===== config.mk =====
export PLATFORM = sky130hd
export DESIGN_NAME = write_buffer
export DESIGN_NICKNAME = d
export VERILOG_FILES = /design/src/rtl/write_buffer.sv
export SDC_FILE = /design/constraint.sdc
export NUM_CORES = 1
export LEC_CHECK = 0
export CAP_MARGIN = 20
export CORE_ASPECT_RATIO = 0.7
export CORE_MARGIN = 1
export CORE_UTILIZATION = 48
export DETAILED_ROUTE_END_ITERATION = 16
export PLACE_DENSITY = 0.76
export RECOVER_POWER = 25
export SYNTH_ARGS = -nofsm -noshare
export SYNTH_HDL_FRONTEND = slang
export SYNTH_SLANG_ARGS = --single-unit

===== constraint.sdc =====
create_clock -name clk -period 2.6 [get_ports clk]
set_clock_uncertainty 0.1 [all_clocks]
set_input_delay 0.65 -clock clk [delete_from_list [all_inputs] [get_ports clk]]
set_output_delay 0.65 -clock clk [all_outputs]
set_load 0.01 [all_outputs]

===== src/rtl/write_buffer.sv =====
// Posted-write buffer: DEPTH-entry FIFO drained to the shared bus by an IDLE/REQ/XFER FSM.
// Define WRITE_BUFFER_FWD_EN to compile in store-to-load forwarding on rd_addr.
module write_buffer #(
  parameter int DEPTH = 4
) (
  input  logic        clk,
  input  logic        rst,
  input  logic        wr_req,
  input  logic [31:0] wr_addr,
  input  logic [31:0] wr_data,
  output logic        wr_wait,
  input  logic [31:0] rd_addr,
  output logic        rd_hit,
  output logic [31:0] rd_data,
  output logic        empty,
  output logic        bus_req,
  input  logic        bus_ack,
  output logic [31:0] bus_addr,
  output logic [31:0] bus_wdata,
  output logic        bus_rd,
  output logic        bus_wr,
  input  logic        bus_ready
);

  localparam int PW = (DEPTH > 1) ? $clog2(DEPTH) : 1;
  localparam logic [PW:0] FULL_CNT = (PW+1)'(DEPTH);

  typedef enum logic [1:0] {
    IDLE = 2'd0,
    REQ  = 2'd1,
    XFER = 2'd2
  } state_t;

  state_t        state_q, state_d;
  logic [PW-1:0] head_q, head_d;
  logic [PW-1:0] tail_q, tail_d;
  logic [PW:0]   count_q, count_d;
  logic [31:0]   addr_mem_q [DEPTH];
  logic [31:0]   addr_mem_d [DEPTH];
  logic [31:0]   data_mem_q [DEPTH];
  logic [31:0]   data_mem_d [DEPTH];
  logic          bus_req_q, bus_req_d;
  logic          bus_wr_q, bus_wr_d;
  logic [31:0]   bus_addr_q, bus_addr_d;
  logic [31:0]   bus_wdata_q, bus_wdata_d;
  logic          push;
  logic          pop;

  // Full is judged on the registered count, so a pop in the same cycle cannot admit a push.
  assign wr_wait   = (count_q == FULL_CNT);
  assign empty     = (count_q == {(PW+1){1'b0}});
  assign bus_rd    = 1'b0;
  assign bus_req   = bus_req_q;
  assign bus_wr    = bus_wr_q;
  assign bus_addr  = bus_addr_q;
  assign bus_wdata = bus_wdata_q;

  always_comb begin
    push       = wr_req && !wr_wait;
    pop        = (state_q == XFER) && bus_ready;
    head_d     = head_q;
    tail_d     = tail_q;
    count_d    = count_q;
    state_d    = state_q;
    addr_mem_d = addr_mem_q;
    data_mem_d = data_mem_q;

    if (push) begin
      addr_mem_d[tail_q] = wr_addr;
      data_mem_d[tail_q] = wr_data;
      tail_d             = tail_q + {{(PW-1){1'b0}}, 1'b1};
    end else begin
      tail_d = tail_q;
    end

    if (pop) begin
      head_d = head_q + {{(PW-1){1'b0}}, 1'b1};
    end else begin
      head_d = head_q;
    end

    case ({push, pop})
      2'b10:   count_d = count_q + {{PW{1'b0}}, 1'b1};
      2'b01:   count_d = count_q - {{PW{1'b0}}, 1'b1};
      default: count_d = count_q;
    endcase

    // XFER always falls back to IDLE so bus_req drops for a cycle between transfers.
    case (state_q)
      IDLE: begin
        if (count_q != {(PW+1){1'b0}}) state_d = REQ;
        else                           state_d = IDLE;
      end
      REQ: begin
        if (bus_ack) state_d = XFER;
        else         state_d = REQ;
      end
      XFER: begin
        if (bus_ready) state_d = IDLE;
        else           state_d = XFER;
      end
      default: state_d = IDLE;
    endcase

    // Head slot is never rewritten while REQ/XFER hold it, so the registered copy is safe here.
    bus_req_d = (state_d != IDLE);
    bus_wr_d  = (state_d == XFER);
    if (state_d == XFER) begin
      bus_addr_d  = addr_mem_q[head_q];
      bus_wdata_d = data_mem_q[head_q];
    end else begin
      bus_addr_d  = 32'h0;
      bus_wdata_d = 32'h0;
    end
  end

  // Control state and registered bus outputs.
  always_ff @(posedge clk or posedge rst) begin
    if (rst) begin
      state_q     <= IDLE;
      head_q      <= {PW{1'b0}};
      tail_q      <= {PW{1'b0}};
      count_q     <= {(PW+1){1'b0}};
      bus_req_q   <= 1'b0;
      bus_wr_q    <= 1'b0;
      bus_addr_q  <= 32'h0;
      bus_wdata_q <= 32'h0;
    end else begin
      state_q     <= state_d;
      head_q      <= head_d;
      tail_q      <= tail_d;
      count_q     <= count_d;
      bus_req_q   <= bus_req_d;
      bus_wr_q    <= bus_wr_d;
      bus_addr_q  <= bus_addr_d;
      bus_wdata_q <= bus_wdata_d;
    end
  end

  // Entry storage carries no reset; only slots covered by count are ever observed.
  always_ff @(posedge clk) begin
    addr_mem_q <= addr_mem_d;
    data_mem_q <= data_mem_d;
  end

`ifdef WRITE_BUFFER_FWD_EN
  logic [PW-1:0] fwd_idx;

  // Scan oldest to youngest so the youngest matching entry wins.
  always_comb begin
    rd_hit  = 1'b0;
    rd_data = 32'h0;
    fwd_idx = {PW{1'b0}};
    for (int i = 0; i < DEPTH; i++) begin
      fwd_idx = head_q + PW'(i);
      if (((PW+1)'(i) < count_q) && (addr_mem_q[fwd_idx] == rd_addr)) begin
        rd_hit  = 1'b1;
        rd_data = data_mem_q[fwd_idx];
      end else begin
        rd_hit  = rd_hit;
        rd_data = rd_data;
      end
    end
  end
`else
  logic unused_rd_addr;

  assign unused_rd_addr = ^rd_addr;
  assign rd_hit         = 1'b0;
  assign rd_data        = 32'h0;
`endif

endmodule


After elaboration in Yosys (flattened, before gate mapping)
Cells that the tools add are included.

storage, ports and cells
  flip-flop bits (word level) = 331
  bits of input ports = 101
  output and inout bits = 102

operators by class
  add/subtract/negate cells = 4
  order comparisons = 3
  equality and inequality tests = 6
  multiplexer cells = 17
  bitwise gates (word level) = 2
  reductions and logical operators = 9

operators with widths
  operator                                                              number
  128-bit bitwise mux                                                   2
  32-bit two-way mux                                                    7
  32-bit binary-select mux with 2-bit select                            2
  32-bit demux with 2-bit select                                        1
  2-bit == test, second input constant                                  3
  3-bit greater-or-equal comparator, second input constant              2
  2-bit inverter with 3-bit output                                      2
  2-bit case mux with 3 select lines                                    1
  3-bit case mux with 2 select lines                                    1
  2-bit by 1-bit adder with 2-bit output, second input constant         2
  2-bit by 1-bit == test with 1-bit output, second input constant       2
  2-bit two-way mux                                                     2
  2-bit nonzero test                                                    2
  3-bit by 1-bit adder with 3-bit output, second input constant         1
  3-bit == test, second input constant                                  1
  1-bit logical AND                                                     3
  3-bit zero test                                                       1
  3-bit by 1-bit < comparator with 1-bit output, second input constant  1
  3-bit nonzero test                                                    1
  3-bit by 1-bit subtractor with 3-bit output, second input constant    1
  2-bit zero test                                                       1
  1-bit zero test                                                       1
  1-bit two-way mux                                                     1

Logic depth before layout (Yosys ltp)
  word-level depth = 6
  depth in mapped cells = 9
  mapped depth without buffers = 9

Least setup slack after synthesis
OpenSTA, ideal clock, no wires.

  path kind = input port to flip-flop
  start = input wr_req
  end = register addr_mem_q[0] in the netlist's numbering (enable)
  data arrival time = 2452 ps
  data required time = 2071 ps
  slack = -381 ps
  cell stages on the path = 2
  path buffers = 0
  cell sequence = nor2b_2 -> and2_1

on the way
  longest elaborated chain between the ends = 1

RTL lines
  what                  RTL line  source
  from (decl)           8         input logic wr_req,
  1-bit logical AND     59        push = wr_req && !wr_wait;
  to (signal assigned)  142       addr_mem_q <= addr_mem_d;
  to (decl)             38        logic [31:0] addr_mem_q [DEPTH];

No other way between the ends.
A chain may end at the register's enable or synchronous reset.

Worst setup path after layout
  start = register count_q[0]
  end = output wr_wait

on the way
  longest elaborated chain between the ends = 1

RTL lines
  what                    RTL line  source
  from (decl)             37        logic [PW:0] count_q, count_d;
  from (signal assigned)  123       count_q <= {(PW+1){1'b0}};
  from (signal assigned)  132       count_q <= count_d;
  3-bit == test           50        assign wr_wait = (count_q == FULL_CNT);
  to (decl)               11        output logic wr_wait,

No other way between the ends.

==> flow_metrics.env <==
export IMPL_reg2reg_to="count_q[2]"
export IMPL_clock_sinks=331
export IMPL_use_met3=0.0395
export IMPL_status="completed"
export IMPL_overflow=0
export IMPL_drive_above_1_share=0.201
export IMPL_cts_hold_fix_buffers=0
export IMPL_layout_min_cycle_time_ns=2.52
export IMPL_r2r_cells=10
export IMPL_avgSynthCellArea_um2=21.8
export IMPL_clk_pin_slew_ns=0.06
export IMPL_antenna_found_initial=6
export IMPL_grt_pass1_vias=5967
export IMPL_netlist_area_um2=12100
export IMPL_fin_crit_sh=0.969
export IMPL_p_seq_frac=0.444
export IMPL_grtUsageTotal=0.175
export IMPL_nNetsFinal=828
export IMPL_hold_depth=1
export IMPL_setup_viol=0
export IMPL_cts_made_buffers=30
export IMPL_r2r_start="count_q[0]"
export IMPL_grtUsageMet1=0.241
export IMPL_top_usage_layer="met2"
export IMPL_async_reset_ff_frac=0.227
export IMPL_switching_share=0.259
export IMPL_critical_path_max_fanout=5
export IMPL_netlist_top_cells_area="edfxtp_1 (64%), dfrtp_1 (16%), mux4_2 (12%)"
export IMPL_clock_fmax_mhz=397
export IMPL_multi_input_area_um2=2250
export IMPL_yosys_area_top_type="edfxtp_1"
export IMPL_r2r_slack_ns=0.49
export IMPL_ios=203
export IMPL_end_kind="primary output"
export IMPL_fin_cells=1075
export IMPL_hold_violations=0
export IMPL_start_kind="flip-flop"
export IMPL_grt_max_degree=76
export IMPL_clock_latency_ns=0.56
export IMPL_grtUsageMet2=0.288
export IMPL_switchingPower_mw=4.37
export IMPL_fillers=1695
export IMPL_gp_congestion=0.715
export IMPL_dieHeight_um=135
export IMPL_htreeDepth=1
export IMPL_power_density_nw_per_um2=1120
export IMPL_ctsRootBufferMaster="clkbuf_16"
export IMPL_syn_to_final_growth_pct=24.6
export IMPL_peakVddDrop_mv=0.728
export IMPL_drt_wl_total_um=21800
export IMPL_synthDistinctLibCells=29
export IMPL_utilization=0.611
export IMPL_dieArea_um2=25900
export IMPL_drt_vias_per_instance=5.11
export IMPL_worstMarginPinSlew_ns=0.567
export IMPL_whs_ns=0.418
export IMPL_arrival_ns=1.77
export IMPL_p_leak_nw=5.35
export IMPL_p_int_mw=12.5
export IMPL_placed_cells_incl_taps=1013
export IMPL_wire_per_inst_um=20.3
export IMPL_hold_path_end="state_q[0]"
export IMPL_portBuffers=136
export IMPL_synth_most_common_cell="edfxtp_1"
export IMPL_cts_tree="built"
export IMPL_cp_required_ns=1.85
export IMPL_hold_path_class="reg -> reg"
export IMPL_num_rows=48
export IMPL_synth_top_cells_by_count="edfxtp_1 (256), dfrtp_1 (75), mux4_2 (64), nor2b_1 (64), buf_4 (37)"
export IMPL_slew_headroom=0.622
export IMPL_maxSlewViolCount=0
export IMPL_route_antenna_remaining_nets=0
export IMPL_dpl_hpwl_um=12800
export IMPL_comb_power_share=0.264
export IMPL_synth_top_area_share=0.635
export IMPL_synth_seq_area_share=0.790
export IMPL_rsz0062_at_grt="no"
export IMPL_drtPass1Iterations=4
export IMPL_synthCells=555
export IMPL_drt_iter0_drc=337
export IMPL_grt_pass1_wl_um=33800
export IMPL_core_area_um2=24700
export IMPL_p_clk_frac=0.292
export IMPL_synthFlopType="edfxtp_1"
export IMPL_synth_warnings=0
export IMPL_holdCritStartpoint="state_q[1]"
export IMPL_path_class="reg -> out"
export IMPL_ys_ff_latch=331
export IMPL_cts_buffer_depth=3
export IMPL_drcViolationCount=0
export IMPL_finalSetupTns_ns=0
export IMPL_synth_edf_count=256
export IMPL_start_util=0.490
export IMPL_num_vias=5494
export IMPL_drv_cap=0
export IMPL_ff_latch_area_um2=9570
export IMPL_fp_dieW_um=192
## placed cells by master (no fill, tap or decap), types with 4 or more instances in the layout
| master | synthesis | final |
|---|---|---|
| and2_4 | 0 | 4 |
| buf_12 | 0 | 12 |
| buf_4 | 37 | 8 |
| bufinv_16 | 0 | 8 |
| clkbuf_16 | 0 | 31 |
| clkdlybuf4s50_1 | 0 | 88 |
| clkinv_2 | 0 | 7 |
| conb_1 | 1 | 34 |
| dfrtp_1 | 75 | 73 |
| diode_2 | 0 | 5 |
| dlygate4sd3_1 | 0 | 48 |
| edfxtp_1 | 256 | 256 |
| ha_1 | 5 | 5 |
| inv_1 | 7 | 6 |
| mux4_2 | 64 | 64 |
| nor2b_1 | 64 | 64 |
## logic make-up (layout without fill, tap and decap cells)
| group | count (synthesis) | count (layout) | synth area share |
|---|---|---|---|
| buffers and inverters | 65 | 222 | 0.0354 |
| AO/OA/AOI/OAI | 3 | 3 | 0.00207 |
| XOR/XNOR | 6 | 6 | 0.00434 |
| multiplexers | 65 | 65 | 0.120 |
| adder cells (fa/ha/maj) | 6 | 6 | 0.00682 |
| AND/OR/NAND/NOR | 78 | 78 | 0.0406 |
| flip-flops | 331 | 331 | 0.790 |
| other | 1 | 39 | 0.000310 |
## per-stage QoR
stage / cell area [um2] / power [mW] / setup slack [ns]
global placement: 13900 / 12.0 / 0.0443
detailed placement: 13900 / 12.2 / 0.0580
CTS: 15100 / 17.1 / 0.0187
finish: 15100 / 16.9 / 0.0805
floorplan: 12200 / 10.2 / 0.311
global route: 15100 / 17.6 / 0.0230
## worst max-delay path, stage by stage (launching register included)
cell             delay (ns)
dfrtp_1                0.44
nor3b_2                0.24
clkdlybuf4s50_1        0.57
## how the worst max path moves through the flow
stage	startpoint	endpoint	slack [ns]	cells after the start
after floorplan	wr_req	addr_mem_q[0]	0.31	2
after global placement	bus_ready	count_q[2]	0.04	8
after detailed placement	bus_ready	count_q[2]	0.06	8
after CTS	count_q[1]	wr_wait	0.02	2
after global routing	count_q[0]	wr_wait	0.02	2
final	count_q[0]	wr_wait	0.08	2
## power groups by stage
stage	registers [mW]	logic (mW)	clock network (mW)
floorplan	7.63	2.60	0
global placement	7.53	4.47	0
detailed placement	7.62	4.55	0
CTS	7.52	4.57	5.02
global route	7.61	4.82	5.20
finish	7.49	4.45	4.93
## layout make-up
| type | count | share of cell area |
|---|---|---|
| sequential | 331 | 0.635 |
| multi-input combinational | 192 | 0.149 |
| timing repair buffer | 156 | 0.110 |
| clock buffer | 34 | 0.0542 |
| tap | 325 | 0.0270 |
| clock inverter | 22 | 0.0212 |
| inverter | 10 | 0.00274 |
| antenna | 5 | 0.000830 |
## state kept, by name, summed over array words and instances (netlist names)
signal / flops
data_mem_q: 128
count_q: 3
bus_wr: 1
addr_mem_q: 128
bus_wdata: 32
tail_q: 2
bus_req: 1
state_q: 2
head_q: 2
bus_addr: 32
## repair_timing
action                     CTS  global route
setup endpoints to repair    0             1
setup buffers                0             1
gates resized for setup      0             0
## layer usage
| metal | up-vias | wire (um) | share of wire |
|---|---|---|---|
| li1 | 2410 | - | - |
| met1 | 2865 | 9360 | 0.43 |
| met2 | 181 | 10700 | 0.49 |
| met3 | 38 | 1350 | 0.062 |
| met4 | 0 | 395 | 0.018 |
| met5 | - | 0 | 0 |
No activity file was read; power rests on OpenSTA's default activity.
